$ cat src/rtl/traffic_pkg.sv
// rtl/traffic_pkg.sv - shared types and constants for the traffic phase controller
// Phase codes, selector encodings, timer settle states and the lamp bundle.
package traffic_pkg;

  typedef enum logic [2:0] {
    MG_BASE = 3'd0,
    MG_EXT  = 3'd1,
    MY      = 3'd2,
    WALK    = 3'd3,
    SG_BASE = 3'd4,
    SG_EXT  = 3'd5,
    SY      = 3'd6
  } phase_t;

  typedef enum logic [1:0] {
    SETTLE_E1 = 2'd0,
    SETTLE_E2 = 2'd1,
    RUNNING   = 2'd2
  } settle_t;

  localparam logic [1:0] SEL_BASE  = 2'b00;
  localparam logic [1:0] SEL_EXT   = 2'b01;
  localparam logic [1:0] SEL_YEL   = 2'b10;
  localparam logic [1:0] SEL_2BASE = 2'b11;

  typedef struct packed {
    logic main_r;
    logic main_y;
    logic main_g;
    logic side_r;
    logic side_y;
    logic side_g;
    logic walk;
  } lamps_t;

  function automatic lamps_t lamps_of(input phase_t s);
    lamps_t l;
    l = '{main_r: 1'b1, main_y: 1'b0, main_g: 1'b0,
          side_r: 1'b1, side_y: 1'b0, side_g: 1'b0, walk: 1'b0};
    case (s)
      MG_BASE, MG_EXT: begin l.main_r = 1'b0; l.main_g = 1'b1; end
      MY:              begin l.main_r = 1'b0; l.main_y = 1'b1; end
      WALK:            l.walk = 1'b1;
      SG_BASE, SG_EXT: begin l.side_r = 1'b0; l.side_g = 1'b1; end
      SY:              begin l.side_r = 1'b0; l.side_y = 1'b1; end
      default:         l.walk = 1'b0;
    endcase
    return l;
  endfunction

endpackage

$ cat src/rtl/traffic_phase_controller_timer.sv
// rtl/traffic_phase_controller_timer.sv - phase countdown with two-cycle settle
// Waits for the selector/value pipeline, loads the duration, then counts ticks to expiry.
module phase_timer
  import traffic_pkg::*;
#(
  parameter int TICK_W = 4
) (
  input  logic              clk,
  input  logic              rst_n,
  input  logic              restart,
  input  logic              tick,
  input  logic [TICK_W-1:0] value,
  output logic              expire
);

  localparam logic [TICK_W-1:0] ONE = TICK_W'(1);

  settle_t           r_settle;
  logic [TICK_W-1:0] r_count;

  always_ff @(posedge clk or negedge rst_n) begin
    if (!rst_n) begin
      r_settle <= SETTLE_E1;
      r_count  <= '0;
    end else if (restart) begin
      r_settle <= SETTLE_E1;
    end else begin
      case (r_settle)
        SETTLE_E1: r_settle <= SETTLE_E2;
        SETTLE_E2: begin
          // A zero duration still gives one full tick; the counter never wraps.
          r_settle <= RUNNING;
          r_count  <= (value == '0) ? ONE : value;
        end
        RUNNING: begin
          if (tick && (r_count > ONE)) r_count <= r_count - ONE;
        end
        default: r_settle <= SETTLE_E1;
      endcase
    end
  end

  assign expire = (r_settle == RUNNING) && tick && (r_count == ONE);

endmodule

$ cat src/rtl/traffic_phase_controller.sv
// rtl/traffic_phase_controller.sv - main/side street light sequencer top
// Phase FSM, sensor/walk latches, registered selector and lamp decode.
module traffic_phase_controller
  import traffic_pkg::*;
#(
  parameter int TICK_W = 4
) (
  input  logic              clk,
  input  logic              Reset_n,
  input  logic              one_hz_enable,
  input  logic              sensor_sync,
  input  logic              walk_request_sync,
  input  logic              prog_sync,
  input  logic [TICK_W-1:0] value,
  output logic [1:0]        time_selector,
  output logic              main_r,
  output logic              main_y,
  output logic              main_g,
  output logic              side_r,
  output logic              side_y,
  output logic              side_g,
  output logic              walk_lamp,
  output logic [2:0]        phase_state
);

  phase_t     r_state;
  phase_t     w_next;
  logic       r_sensor_seen;
  logic       r_walk_latched;
  logic [1:0] r_sel;
  logic       w_sensor_eff;
  logic       w_walk_eff;
  logic       w_sensor_nxt;
  logic       w_walk_nxt;
  logic [1:0] w_sel_nxt;
  logic       w_expire;
  logic       w_restart;
  lamps_t     w_lamps;

  assign w_restart = w_expire | prog_sync;

  phase_timer #(.TICK_W(TICK_W)) u_timer (
    .clk     (clk),
    .rst_n   (Reset_n),
    .restart (w_restart),
    .tick    (one_hz_enable),
    .value   (value),
    .expire  (w_expire)
  );

  always_ff @(posedge clk or negedge Reset_n) begin
    if (!Reset_n) begin
      r_state        <= MG_BASE;
      r_sel          <= SEL_BASE;
      r_sensor_seen  <= 1'b0;
      r_walk_latched <= 1'b0;
    end else begin
      r_state        <= w_next;
      r_sel          <= w_sel_nxt;
      r_sensor_seen  <= w_sensor_nxt;
      r_walk_latched <= w_walk_nxt;
    end
  end

  always_comb begin
    // Inputs in the expiry cycle take part in that cycle's decision.
    w_sensor_eff = r_sensor_seen |
                   (sensor_sync & ((r_state == MG_BASE) || (r_state == SG_BASE)));
    w_walk_eff   = r_walk_latched | (walk_request_sync & (r_state != WALK));

    w_next = r_state;
    if (prog_sync) begin
      w_next = MG_BASE;
    end else if (w_expire) begin
      case (r_state)
        MG_BASE: w_next = MG_EXT;
        MG_EXT:  w_next = MY;
        MY:      w_next = w_walk_eff ? WALK : SG_BASE;
        WALK:    w_next = SG_BASE;
        SG_BASE: w_next = w_sensor_eff ? SG_EXT : SY;
        SG_EXT:  w_next = SY;
        SY:      w_next = MG_BASE;
        default: w_next = MG_BASE;
      endcase
    end

    w_sensor_nxt = w_sensor_eff;
    if (prog_sync || (w_next == MY) || (w_next == SY)) w_sensor_nxt = 1'b0;

    w_walk_nxt = w_walk_eff;
    if (prog_sync || (w_next == WALK)) w_walk_nxt = 1'b0;

    case (w_next)
      MG_BASE: w_sel_nxt = SEL_BASE;
      MG_EXT:  w_sel_nxt = w_sensor_nxt ? SEL_EXT : SEL_BASE;
      MY:      w_sel_nxt = SEL_YEL;
      WALK:    w_sel_nxt = SEL_EXT;
      SG_BASE: w_sel_nxt = SEL_BASE;
      SG_EXT:  w_sel_nxt = SEL_EXT;
      SY:      w_sel_nxt = SEL_YEL;
      default: w_sel_nxt = SEL_BASE;
    endcase
  end

  assign w_lamps       = lamps_of(r_state);
  assign {main_r, main_y, main_g, side_r, side_y, side_g, walk_lamp} = w_lamps;
  assign time_selector = r_sel;
  assign phase_state   = r_state;

endmodule

$ cat config.mk
export PLATFORM = sky130hd
export DESIGN_NAME = traffic_phase_controller
export DESIGN_NICKNAME = d
export VERILOG_FILES = /design/src/rtl/traffic_pkg.sv /design/src/rtl/traffic_phase_controller_timer.sv /design/src/rtl/traffic_phase_controller.sv
export SDC_FILE = /design/constraint.sdc
export NUM_CORES = 1
export LEC_CHECK = 0
export ABC_AREA = 1
export BUFFER_PORTS_ARGS = -buffer_cell sky130_fd_sc_hd__buf_2
export CAP_MARGIN = 20
export CORE_MARGIN = 10
export CORE_UTILIZATION = 45
export CTS_CLUSTER_SIZE = 10
export DETAILED_ROUTE_END_ITERATION = 6
export PLACE_DENSITY_LB_ADDON = 0.3
export SLEW_MARGIN = 20
export SYNTH_ARGS = -nofsm -noshare
export SYNTH_HDL_FRONTEND = slang
export SYNTH_HIERARCHICAL = 1
export SYNTH_SLANG_ARGS = --single-unit
$ cat constraint.sdc
create_clock -name clk -period 2.2 [get_ports clk]
set_input_delay 0.11 -clock clk [delete_from_list [all_inputs] [get_ports clk]]
set_output_delay 0.11 -clock clk [all_outputs]
set_load 0.1 [all_outputs]
==> flow_summary.json <==
{
  "status": "finished clean",
  "syn_avg_cell_area_um2": 7.29,
  "rsz0062_at_grt": "no",
  "core_area_um2": 2020,
  "dp.cells": 182,
  "setup_viol": 0,
  "path_cells": "inv_1, ha_1, inv_8, nor2_4, nand2_2, nor2_1, nor2_2, inv_1, inv_2, nand2_4, nor2_4, nand2_2, nor2_2, nand3_1, nand2_1",
  "min_period_over_period_pct": 86.3,
  "post_drt_wl_per_cell_um": 11.6,
  "die_area_um2": 4460,
  "register_area_um2": 328,
  "crit_fanout": 8,
  "internal-power_uw": 470,
  "clk_pin_slew_ps": 80,
  "fin_worst_skew_ps": 2.13,
  "syn-cell-area_um2": 985,
  "worstSetupPathType": "flip-flop to flip-flop",
  "cts_root_buf": "clkbuf_4",
  "die_w_um": 66.8,
  "max_stage_delay_ps": 360,
  "ioPinCount": 22,
  "syn_nets": 150,
  "yosysWarnings": 6,
  "power.share.switching_pct": 39.5,
  "area_growth_pct": 18.8,
  "crit_path_end_kind": "flip-flop",
  "via_count": 896,
  "crit_start": "u_timer/r_settle[0]$_DFFE_PN0P_",
  "post-route-min-period_ps": 1900,
  "power_frac_seq_pct": 43.3,
  "instances_no_fill": 187,
  "p_per_area_nw_per_um2": 664,
  "htreeDepth": 1,
  "synthTopCellsByArea": "dfrtp_1, nand2_1, ha_1",
  "vdd_drop_max_uv": 423,
  "cpMaxStageDelayCell": "dfrtp_1",
  "fin_nets": 176,
  "fillerInstances": 200,
  "hold_slack_ps": 120,
  "dpl.hpwl_um": 1780,
  "cts_tree": "yes",
  "routed_wl_um": 2160,
  "worst_pin_slew_ps": 491,
  "clkPwrFrac_pct": 18.7,
  "drtAntennaViolNets": 0,
  "multi_input_area_um2": 564,
  "cts_setup_buffers": 0,
  "post_drt_via_cell_ratio": 4.79,
  "clock_sinks": 13,
  "grt.overflow.total": 0,
  "synthCells": 135,
  "drc_errors": 0,
  "grt_pass1_wl_um": 3700,
  "cts_made_buffers": 3,
  "num_rows": 16,
  "ys_ff_latch": 13,
  "preCtsSetupSlack_ps": 201,
  "synth_cell_types": 27,
  "min_path_type": "input pin to flip-flop",
  "slew_violations": 0,
  "critical_path_required_ps": 2410,
  "first_global_vias": 858,
  "p_switching_uw": 307,
  "combPwrFrac_pct": 38.0,
  "synth_area_leader_cell": "dfrtp_1",
  "clock_path_buffers": 2,
  "worstHoldStart": "prog_sync",
  "drive_above_1_share_pct": 39.4,
  "async_flop_share_pct": 100,
  "die_y_um": 66.8,
  "clk_latency_ps": 270,
  "dr.pass1.iters": 4,
  "slew_headroom_pct": 67.5,
  "initial_core_util_pct": 48.7,
  "grt_start_max_net_pins": 14,
  "drt_iter0_drc": 50,
  "portBuffers": 21,
  "synth_top_area_share_pct": 33.0,
  "gp_congestion": 0.900,
  "antenna_found_initial": 0,
  "power.leakage_nw": 0.619,
  "setup_ws_ps": 301,
  "diodes": 0,
  "hold_viol": 0,
  "drv_cap": 0,
  "fmax_mhz": 527,
  "yosysSeqAreaShare_pct": 33.0,
  "r2r_start": "u_timer/r_settle[0]$_DFFE_PN0P_",
  "synth-edff-count": 0,
  "grtUsageTotal_pct": 10.3,
  "ys.flop_type": "dfrtp_1",
  "startpoint_type": "flip-flop",
  "arrival_ps": 2110
}
==> area by class of cell <==
| type | instances | share of cell area [%] |
|---|---|---|
| clock buffers | 4 | 2.25 |
| inverters | 23 | 8.13 |
| multi-input cells | 97 | 48.2 |
| flip-flops and latches | 13 | 28.0 |
| well taps | 27 | 2.89 |
| repair buffers | 23 | 10.5 |
==> state kept, by name, indices dropped and copies added (netlist names) <==
register          cells
r_sensor_seen         1
u_timer/r_settle      2
r_walk_latched        1
time_selector         2
phase_state           3
u_timer/r_count       4
==> worst paths after layout <==
path / end / depth (start not counted) / slack [ps]
max: u_timer/r_count[3]$_DFFE_PN0P_ / 15 / 300
min: r_walk_latched$_DFF_PN0_ / 4 / 120
max reg2reg: u_timer/r_count[3]$_DFFE_PN0P_ / 15 / 300
min reg2reg: u_timer/r_count[0]$_DFFE_PN0P_ / 2 / 550
max in group asynchronous: phase_state[2]$_DFF_PN0_ / 2 / 1670
min in group asynchronous: u_timer/r_count[3]$_DFFE_PN0P_ / 2 / 270
==> cells in the final DEF, fill, tap and decap left out, drive strengths merged <==
| cell | instances |
|---|---|
| or2 | 2 |
| nand2 | 42 |
| nor2 | 19 |
| o21ai | 10 |
| inv | 21 |
| dfrtp | 13 |
| ha | 5 |
| nand4 | 2 |
| clkinv | 2 |
| xor2 | 1 |
| nand3 | 10 |
| a21oi | 4 |
| buf | 22 |
| dlygate4sd3 | 1 |
| clkbuf | 4 |
| nor3 | 2 |
==> power by group through the flow <==
stage          Clock, mW  Sequential [mW]  Combinational, mW
4_1_cts            0.153            0.335              0.296
3_5_place_dp           0            0.338              0.295
6_report           0.145            0.336              0.295
2_1_floorplan          0            0.331              0.232
5_1_grt            0.167            0.344              0.341
3_3_place_gp           0            0.337              0.287
==> through the flow <==
| step | total power [mW] | setup TNS [ps] | utilization [%] | instance area [um2] |
|---|---|---|---|---|
| finish | 0.777 | 0 | 57.9 | 1170 |
| floorplan | 0.563 | -107 | - | 1000 |
| global route | 0.851 | 0 | 57.9 | 1170 |
| CTS | 0.784 | 0 | 57.5 | 1160 |
| global placement | 0.624 | 0 | 55.8 | 1130 |
| detailed placement | 0.633 | 0 | 55.8 | 1130 |
==> routing by layer <==
metal  part of all wire (%)  track usage (%)  vias to the layer above
li1                       -                -                      473
met1                     45             11.8                      396
met2                     45             16.4                       25
met3                    8.6             3.18                        2
met4                    1.5             6.02                        0
met5                      0                0                        -
==> kinds of logic after synthesis <==
| family | share of synthesized area (%) |
|---|---|
| compound gates | 7.88 |
| xor+xnor | 0.890 |
| fa+ha+maj | 6.35 |
| buf+inv | 11.6 |
| flops | 33.0 |
| simple gates | 40.3 |
==> timing repair <==
item / in CTS / in global routing
hold buffers: 1 / 0
resized for setup: 0 / 3
hold endpoints to repair: 13 / 0
setup endpoints to repair: 0 / 3
==> Yosys cell counts, types with 3 or more instances <==
library cell  count
a21oi_1           3
dfrtp_1          13
ha_1              5
inv_1            16
inv_2             4
nand2_1          31
nand2_2           9
nand3_1           8
nor2_1           11
nor2_2            5
nor2_4            3
o21ai_0           7
==> worst max-delay path, delay by kind of cell, from the launching register on <==
| kind | cells | cell delay, ps |
|---|---|---|
| buffers and inverters | 4 | 370 |
| flip-flops | 1 | 360 |
| AND/OR/NAND/NOR | 10 | 820 |
| adder cells (fa/ha/maj) | 1 | 270 |
(Power assumes the default switching activity.)
